**src/rtl/mem_arbiter.sv**
```systemverilog
// mem_arbiter: single-port RAM arbiter between the request unit and the RAM.
//
// One access is outstanding at a time. Data requests (write over read) beat
// instruction fetches, and fetches are not started while halt_out is high.
// The granted address, store data and operation are latched and held on the
// RAM port until the RAM reports ACCESS or ERROR, or until the access has been
// outstanding for TIMEOUT cycles. The result is presented for one cycle in a
// DONE state (iwait or dwait low) with registered load data; the following
// DONE->IDLE cycle gives the request unit time to drop its enable.
//
// Optional feature: define MEM_ARB_STATS_EN to add icount/dcount outputs that
// count completed instruction and data accesses (errors included).

module mem_arbiter #(
    parameter int unsigned TIMEOUT  = 255,
    parameter logic [31:0] ERR_WORD = 32'hBAD1BAD1
) (
    input  logic        CLK,
    input  logic        nRST,

    // request unit side
    input  logic        imemREN,
    input  logic        dmemREN,
    input  logic        dmemWEN,
    input  logic        halt_out,
    input  logic [31:0] imemaddr,
    input  logic [31:0] dmemaddr,
    input  logic [31:0] dmemstore,
    output logic        iwait,
    output logic        dwait,
    output logic [31:0] iload,
    output logic [31:0] dload,
    output logic        mem_err,

    // RAM side
    output logic        ramREN,
    output logic        ramWEN,
    output logic [31:0] ramaddr,
    output logic [31:0] ramstore,
    input  logic [31:0] ramload,
    input  logic [1:0]  ramstate
`ifdef MEM_ARB_STATS_EN
    ,
    output logic [31:0] icount,
    output logic [31:0] dcount
`endif
);

    // FSM encoding
    localparam logic [2:0] IDLE  = 3'd0;
    localparam logic [2:0] IACC  = 3'd1;
    localparam logic [2:0] DACC  = 3'd2;
    localparam logic [2:0] IDONE = 3'd3;
    localparam logic [2:0] DDONE = 3'd4;

    // RAM status codes that end an access; FREE and BUSY just keep counting
    localparam logic [1:0] RAM_ACCESS = 2'd2;
    localparam logic [1:0] RAM_ERROR  = 2'd3;

    // The access is forced to error on the TIMEOUT-th ACC cycle, i.e. when
    // TIMEOUT-1 cycles have already been counted.
    localparam logic [15:0] TO_LAST = 16'(TIMEOUT - 1);

    // Timeout counter step; holds at all-ones so it can never wrap back to
    // a value that looks fresh.
    function automatic logic [15:0] cnt_step(input logic [15:0] c);
        return (c == 16'hFFFF) ? c : c + 16'd1;
    endfunction

    logic [2:0]  state_q, state_d;
    logic        wr_q, wr_d;
    logic [31:0] addr_q, addr_d;
    logic [31:0] store_q, store_d;
    logic [31:0] iload_q, iload_d;
    logic [31:0] dload_q, dload_d;
    logic        err_q, err_d;
    logic [15:0] cnt_q, cnt_d;

    logic        in_acc;
    logic        acc_hit;
    logic        acc_fail;
    logic        grant_d;
    logic        grant_w;
    logic        grant_i;

    // Request priority: data write, then data read, then unhalted fetch
    always_comb begin
        grant_w = dmemWEN;
        grant_d = dmemWEN | dmemREN;
        grant_i = ~grant_d & imemREN & ~halt_out;
    end

    // Access resolution for the current ACC cycle; ACCESS wins over timeout
    always_comb begin
        in_acc   = (state_q == IACC) || (state_q == DACC);
        acc_hit  = in_acc && (ramstate == RAM_ACCESS);
        acc_fail = in_acc && !acc_hit &&
                   ((ramstate == RAM_ERROR) || (cnt_q == TO_LAST));
    end

    // Next-state, latched request and load/error update
    always_comb begin
        state_d = state_q;
        wr_d    = wr_q;
        addr_d  = addr_q;
        store_d = store_q;
        iload_d = iload_q;
        dload_d = dload_q;
        err_d   = err_q;
        cnt_d   = cnt_q;

        case (state_q)
            IDLE: begin
                if (grant_d) begin
                    state_d = DACC;
                    wr_d    = grant_w;
                    addr_d  = dmemaddr;
                    cnt_d   = 16'd0;
                    if (grant_w) begin
                        store_d = dmemstore;
                    end
                end else if (grant_i) begin
                    state_d = IACC;
                    wr_d    = 1'b0;
                    addr_d  = imemaddr;
                    cnt_d   = 16'd0;
                end
            end

            IACC: begin
                cnt_d = cnt_step(cnt_q);
                if (acc_hit) begin
                    state_d = IDONE;
                    iload_d = ramload;
                end else if (acc_fail) begin
                    state_d = IDONE;
                    iload_d = ERR_WORD;
                    err_d   = 1'b1;
                end
            end

            DACC: begin
                cnt_d = cnt_step(cnt_q);
                if (acc_hit) begin
                    state_d = DDONE;
                    if (!wr_q) begin
                        dload_d = ramload;
                    end
                end else if (acc_fail) begin
                    state_d = DDONE;
                    dload_d = ERR_WORD;
                    err_d   = 1'b1;
                end
            end

            IDONE:   state_d = IDLE;
            DDONE:   state_d = IDLE;
            default: state_d = IDLE;
        endcase
    end

    // State and datapath registers; reset clears everything, including loads
    always_ff @(posedge CLK or negedge nRST) begin
        if (!nRST) begin
            state_q <= IDLE;
            wr_q    <= 1'b0;
            addr_q  <= 32'd0;
            store_q <= 32'd0;
            iload_q <= 32'd0;
            dload_q <= 32'd0;
            err_q   <= 1'b0;
            cnt_q   <= 16'd0;
        end else begin
            state_q <= state_d;
            wr_q    <= wr_d;
            addr_q  <= addr_d;
            store_q <= store_d;
            iload_q <= iload_d;
            dload_q <= dload_d;
            err_q   <= err_d;
            cnt_q   <= cnt_d;
        end
    end

`ifdef MEM_ARB_STATS_EN
    logic [31:0] icnt_q, icnt_d;
    logic [31:0] dcnt_q, dcnt_d;

    // Completion counters bump on entry to the DONE states (wrapping)
    always_comb begin
        icnt_d = icnt_q;
        dcnt_d = dcnt_q;
        if ((state_q == IACC) && (state_d == IDONE)) begin
            icnt_d = icnt_q + 32'd1;
        end
        if ((state_q == DACC) && (state_d == DDONE)) begin
            dcnt_d = dcnt_q + 32'd1;
        end
    end

    // Completion counter registers
    always_ff @(posedge CLK or negedge nRST) begin
        if (!nRST) begin
            icnt_q <= 32'd0;
            dcnt_q <= 32'd0;
        end else begin
            icnt_q <= icnt_d;
            dcnt_q <= dcnt_d;
        end
    end

    assign icount = icnt_q;
    assign dcount = dcnt_q;
`endif

    // Outputs are pure decodes of registered state, so the RAM status never
    // reaches the wait lines combinationally and reset drops strobes at once.
    assign iwait    = (state_q != IDONE);
    assign dwait    = (state_q != DDONE);
    assign ramREN   = (state_q == IACC) || ((state_q == DACC) && !wr_q);
    assign ramWEN   = (state_q == DACC) && wr_q;
    assign ramaddr  = addr_q;
    assign ramstore = store_q;
    assign iload    = iload_q;
    assign dload    = dload_q;
    assign mem_err  = err_q;

endmodule

```
**config.mk**
```make
export PLATFORM = sky130hd
export DESIGN_NAME = mem_arbiter
export DESIGN_NICKNAME = d
export VERILOG_FILES = /design/src/rtl/mem_arbiter.sv
export SDC_FILE = /design/constraint.sdc
export NUM_CORES = 1
export LEC_CHECK = 0
export ABC_CLOCK_PERIOD_IN_PS = 2950
export CORE_UTILIZATION = 44
export DETAILED_ROUTE_END_ITERATION = 10
export PLACE_DENSITY = 0.81
export SYNTH_ARGS = -nofsm -noshare
export SYNTH_HDL_FRONTEND = slang
export SYNTH_SLANG_ARGS = --single-unit
```
**constraint.sdc**
```tcl
create_clock -name CLK -period 2.95 [get_ports CLK]
set_input_delay 0.59 -clock CLK [delete_from_list [all_inputs] [get_ports CLK]]
set_output_delay 0.59 -clock CLK [all_outputs]
set_load 0.1 [all_outputs]
```
==> flow_summary.yaml <==
logic_synthesis:
  synth_nets: 657
  postSynthAreaPerCell_sq_um: 12.77
  yosys_warnings: 0
  synth-edff-count: 0
  mappedNetlistArea_sq_mm: 0.006629
  synth_seq_area_share: 0.5625
  ys_seq_elements: 149
  synthesis.instances: 519
  postSynth.asyncResetShare: 1.000
  synth_flop_cell: "dfrtp_1"
  post_synth_num_cell_types: 45
final_layout:
  finalNonFillerCells: 985
  final_design_area_no_fill_sq_mm: 0.009787
  nets: 926
  area.growth.synth_to_final_pct: 47.64
  insertedDiodeCount: 0
  drive_gt1_frac: 0.3408
floorplanning:
  row_count: 44
  floorplan.initialDensity: 0.4527
  die_area_sq_mm: 0.01556
  floorplan.core_area_sq_mm: 0.01464
  die_width_microns: 124.7
  pin_count: 269
  die_h_microns: 124.7
cts:
  cts.repair_timing.setup_buffer_count: 0
  deepest_level_of_the_cts_h_tree: 4
  numClockSinks: 149
  postCtsHoldBufs: 0
  root_cell_of_the_clock_tree: "clkbuf_16"
  post_cts_resized: 0
  cts_made_buffers: 17
  worst_skew_pair.late_latency_ns: 0.42
  clkTransAtPathRegs_ns: 0.06
  cts_tree: "built"
  buffer_depth_of_the_longest_clock_path: 2
timing:
  final.setup_skew_ns: 0.006353
  fin_setup_tns_ns: 0
  timing.max_slew.rel_slack: 0.5832
  final_max_slew_viol_count: 0
  worst_pin_slew_ns: 0.6252
  setup-violations-final: 0
  final_hold_viol_count: 0
  grt_setup_unrepaired: "no"
  final.period_utilization: 0.8758
  finalCriticalPeriod_ns: 2.584
  timing.fmax_mhz: 387.0
routing:
  wl_microns: 17070
  first_iter_violations: 333
  detail-route-antenna-nets: 0
  route.detailed.vias_per_inst: 5.157
  wl_per_cell_microns: 17.33
  route.detailed.drc: 34
  via_count: 5080
  count_of_tritonroute_iterations_in_the_first_routing_pass: 7
setup_path:
  crit_arrival_ns: 2.88
  cp_startpoint_kind: "flip-flop"
  critPathCaptureType: "flip-flop"
  worst_reg2reg_startpoint: "cnt_q[10]$_DFFE_PN0P_"
  r2r-end: "iload[31]$_DFFE_PN0P_"
  setup.reg_to_reg.worst_slack_ns: 0.37
  worst_ep_required_time_ns: 3.25
  critical_path_class: "reg -> reg"
  crit_path_end: "iload[31]$_DFFE_PN0P_"
  path_max_fanout: 32
  worstSetupStartpoint: "cnt_q[10]$_DFFE_PN0P_"
  timing.reg2reg.worst_path_depth: 6
global_route:
  all_layer_gr_usage: 0.2278
  largest_net_degree_at_the_start_of_global_routing: 67
  total_congestion_overflow: 0
  number_of_antenna_violations_at_the_first_check_in_global_routing: 0
  grt_pass1_wl_microns: 27210
  first_global_vias: 5175
placement:
  dp_hpwl_microns: 12640
  port-buffer-count: 268
  gpl.final_weighted_congestion: 0.8793
  post-place-cells: 953
  placed_area_sq_mm: 0.009183
status:
  failed_checks: "DRC"
  status: "finished, violations left"
flow_run:
  drv.max_cap_violation_count: 0
worst_hold_path:
  worstHoldPathType: "in -> async"
cell usage in the layout, fill, tap and decap left out, types with 2 or more instances in the layout:
master and count:
clkinv_4 2, mux2i_1 32, a21oi_1 10, or3_1 6, bufinv_16 2, o31a_1 2, a21o_1 3, buf_12 3
mux2_4 30, o311ai_1 2, clkdlybuf4s50_1 134, nand3_1 11, and2_1 15, clkinv_2 2, nor2_1 8, inv_1 4
inv_6 2, or4_1 4, buf_4 141, o31ai_1 2, ha_1 2, a31oi_1 2, o21ai_0 42, clkbuf_16 17
nor4_1 2, nand3b_1 2, dfrtp_1 149, mux2_1 10, nor3_1 4, nand2b_1 21, clkbuf_8 4, mux2_2 57
xor2_1 2, o211ai_1 3, clkinvlp_4 2, nand2_1 46
through the flow:
stage	hold WS [ns]	util	setup WS, ns
after floorplan	0.2944	-	0.2205
after CTS	0.1660	0.6683	0.3756
final	0.1498	0.6683	0.3663
after global routing	0.1922	0.6683	0.3009
after global placement	0.4496	0.6271	0.4348
after detailed placement	0.4697	0.6271	0.3802
synth_stat cells, types with 2 or more instances:
library cell | instances | area share
mux2i_1 | 32 | 0.048
a21o_1 | 3 | 0.0034
a21oi_1 | 10 | 0.0076
and2_1 | 15 | 0.014
nor4_1 | 2 | 0.0019
nand2_1 | 47 | 0.027
buf_2 | 6 | 0.0045
clkbuf_1 | 19 | 0.011
nor2_1 | 9 | 0.0051
ha_1 | 2 | 0.0038
o311ai_1 | 2 | 0.0026
a21oi_2 | 2 | 0.0026
nand3_1 | 11 | 0.0083
mux2_4 | 30 | 0.068
o21ai_0 | 42 | 0.032
nand2b_1 | 21 | 0.020
o31ai_1 | 2 | 0.0023
xor2_1 | 2 | 0.0026
nor3_1 | 4 | 0.0030
mux2_1 | 10 | 0.017
buf_12 | 3 | 0.0091
inv_1 | 4 | 0.0023
or3_1 | 7 | 0.0066
nand3b_1 | 2 | 0.0023
dfrtp_1 | 149 | 0.56
a31oi_1 | 2 | 0.0019
o31a_1 | 2 | 0.0026
o211ai_1 | 3 | 0.0034
or4_1 | 4 | 0.0045
mux2_2 | 57 | 0.097
kinds of logic (layout without fill, tap and decap cells):
family / after synthesis / after routing / synth area share
simple gates: 129 / 129 / 0.1040
buf+inv: 33 / 315 / 0.02831
flops: 149 / 149 / 0.5625
compound gates: 74 / 74 / 0.06739
mux: 129 / 129 / 0.2301
fa+ha+maj: 2 / 2 / 0.003774
xor+xnor: 3 / 3 / 0.003964
sequential cells by signal, summed over array words and instances, names as in the netlist:
signal    flops
wr_q          1
cnt_q        16
ramstore     32
ramaddr      32
mem_err       1
dload        32
state_q       3
iload        32
worst min path at each step:
stage                                    from                      end  cells past startpoint
after floorplan                          nRST     cnt_q[0]$_DFFE_PN0P_                      0
after global placement    mem_err$_DFFE_PN0P_      mem_err$_DFFE_PN0P_                      1
after detailed placement  mem_err$_DFFE_PN0P_      mem_err$_DFFE_PN0P_                      1
after CTS                                nRST  ramstore[0]$_DFFE_PN0P_                      1
after global routing                     nRST   ramaddr[9]$_DFFE_PN0P_                      1
final                                    nRST  ramstore[0]$_DFFE_PN0P_                      1
routing by layer:
metal / track usage / up-vias / part of all wire
li1: - / 2371 / -
met5: 0 / - / 0
met3: 0.06572 / 35 / 0.072
met2: 0.3903 / 212 / 0.51
met1: 0.2621 / 2462 / 0.39
met4: 0.1075 / 0 / 0.028
cell type report:
type | instances | area [sq um]
Fill cell | 1064 | 4857
Sequential cell | 149 | 3729
Multi-Input combinational cell | 337 | 2738
Timing Repair Buffer | 279 | 2471
Clock buffer | 22 | 484.2
Tap cell | 184 | 230.2
Clock inverter | 10 | 120.1
Inverter | 4 | 15.01
critical path, stage by stage (launching register included):
cell and delay (ns):
dfrtp_1 0.42, or4_4 0.54, nor4_4 0.22, a21oi_2 0.13, or3_2 0.43, buf_4 0.31
mux2_1 0.38
Power is left out: the tool's default activity adds up to more than one toggle a clock period on the data nets, which glitch-free logic cannot reach.
==> patch (config.mk and constraints unchanged) <==
Change the parameter `TIMEOUT` from 255 to 127.
--- a/src/rtl/mem_arbiter.sv
+++ b/src/rtl/mem_arbiter.sv
@@ -12,7 +12,7 @@
 // count completed instruction and data accesses (errors included).
 
 module mem_arbiter #(
-    parameter int unsigned TIMEOUT  = 255,
+    parameter int unsigned TIMEOUT  = 127,
     parameter logic [31:0] ERR_WORD = 32'hBAD1BAD1
 ) (
     input  logic        CLK,
Formal check against the unedited RTL: same outputs for any inputs over 4 cycles, from zero or initial values and one cycle with nRST low; that may be too few to reach the edited logic, so the function may still have changed.
==> patch against the original RTL <==
Final area down 5.0%. Wire length up 5.6%. First-iteration DRC count up 5.7%. Sequential cell count unchanged. Worst setup slack better by 41 ps. Synthesized area down 6.5%. Critical path depth down 2. Critical path type is now flop to output pin.
Power is left out: the tool's default activity adds up to more than one toggle a clock period on the data nets, which glitch-free logic cannot reach.
==> patch: results (changes against the original RTL) <==
min-delay worst type=input port to async pin (unchanged); gpl congestion=0.895 (was 0.879); Setup Skew=8.65 ps (was 6.35 ps); placed cells=959 (was 953); via/cell ratio=5.45 (was 5.16); antenna violations before repair=0 (unchanged); Worst Path Arrival=1950 ps (was 2880 ps); xor and xnor area share after synthesis=0.00989 (was 0.00396); fillers=1034 (was 1064); synth cell count leaders=dfrtp_1, nand2_1, nor2_1 (was dfrtp_1, mux2_2, nand2_1); Crit Path Max Fanout=13 (was 32); Net Count, Synth=673 (was 657); Post-Synth Adder-Cell Area=0.00404 (was 0.00378); post-CTS sizing=0 (unchanged); CTS clock-pin slew for the worst setup and hold paths=60 ps (about the same); first-pass GRT wire length=27.8 mm (was 27.2 mm); post-synthesis mux area share=0.0581 (was 0.230); CTS buffer count=17 (unchanged); Initial DRC Count=352 (was 333); cell area after placement=8720 sq um (was 9180 sq um); CTS H-tree depth=4 (unchanged); synth warn=0 (unchanged); All-Layer GR Usage=0.251 (was 0.228); Slew HR=0.376 (was 0.583); Pre-Repair DR Iteration Count=5 (was 7); Buffers on Ports=268 (unchanged); sequential fraction of the synthesis area=0.601 (was 0.562); DPL Wire Length=13.0 mm (was 12.6 mm); CTS Root Cell=clkbuf_16 (unchanged); Post-CTS Setup Bufs=0 (unchanged); Cell variety after synth=48 (was 45); DP Worst Slack=397 ps (was 380 ps); largest cells by area after synthesis=dfrtp_1, mux2_2, nand2_1 (was dfrtp_1, mux2_2, mux2_4); Primary FF master, synth=dfrtp_1 (unchanged); status=completed (was finished with violations); layout cells sized above 1=0.291 (was 0.341); Final Net Count=936 (was 926); Post-Layout Cell Count=990 (was 985); complex-gate fraction of the synthesized area=0.166 (was 0.0674); Gate Count Post-Synth=535 (was 519); vias in the first global route=5361 (was 5175); largest net degree at the start of global routing=68 (was 67); Post-Route WL=18.0 mm (was 17.1 mm)
## patch: path summary, 6_finish.rpt
| check | slack (ps) | from | depth (start not counted) | endpoint |
|---|---|---|---|---|
| worst max-delay path | 410 | state_q[1] | 4 | ramREN |
| worst min-delay path | 120 | nRST | 1 | dload[0] |
| worst max register to register | 550 | cnt_q[0] | 7 | dload[14] |
| worst min register to register | 470 | mem_err | 1 | mem_err |
| max in group asynchronous | 2040 | nRST | 2 | ramstore[22] |
| min in group CLK | 470 | mem_err | 1 | mem_err |
## patch: cell families (layout without fill, tap and decap cells)
kind of cell | count (synthesis) | after routing
AO/OA/AOI/OAI | 128 | 128
XOR/XNOR | 7 | 7
adder cells (fa/ha/maj) | 2 | 2
buffers and inverters | 37 | 312
flip-flops | 149 | 149
multiplexers | 32 | 32
AND/OR/NAND/NOR | 180 | 180
## patch: area by class of cell
cell class | count | area (sq um) | share of cell area
well taps | 180 | 225 | 0.0242
flip-flops and latches | 149 | 3730 | 0.401
repair buffers | 278 | 2450 | 0.264
multi-input cells | 349 | 2300 | 0.248
clock buffers | 18 | 429 | 0.0461
clock inverters | 13 | 151 | 0.0163
inverters | 3 | 11.3 | 0.00121
## patch: critical path, cell delays in order (launching register included)
cell	delay [ps]
dfrtp_1	520
nand2b_1	380
o21a_1	200
nor2_1	110
buf_4	320
## patch: metal layers
layer / up-vias / global-route usage / share of wire
met4: 0 / 0.117 / 0.027
met2: 261 / 0.429 / 0.51
met3: 38 / 0.0618 / 0.070
li1: 2468 / - / -
met5: - / 0 / 0
met1: 2627 / 0.297 / 0.40
## patch: per-stage QoR
step	hold slack [ps]	util
3_3_place_gp	463	0.631
3_5_place_dp	463	0.631
5_1_grt	144	0.673
6_report	118	0.673
4_1_cts	122	0.673
2_1_floorplan	294	-
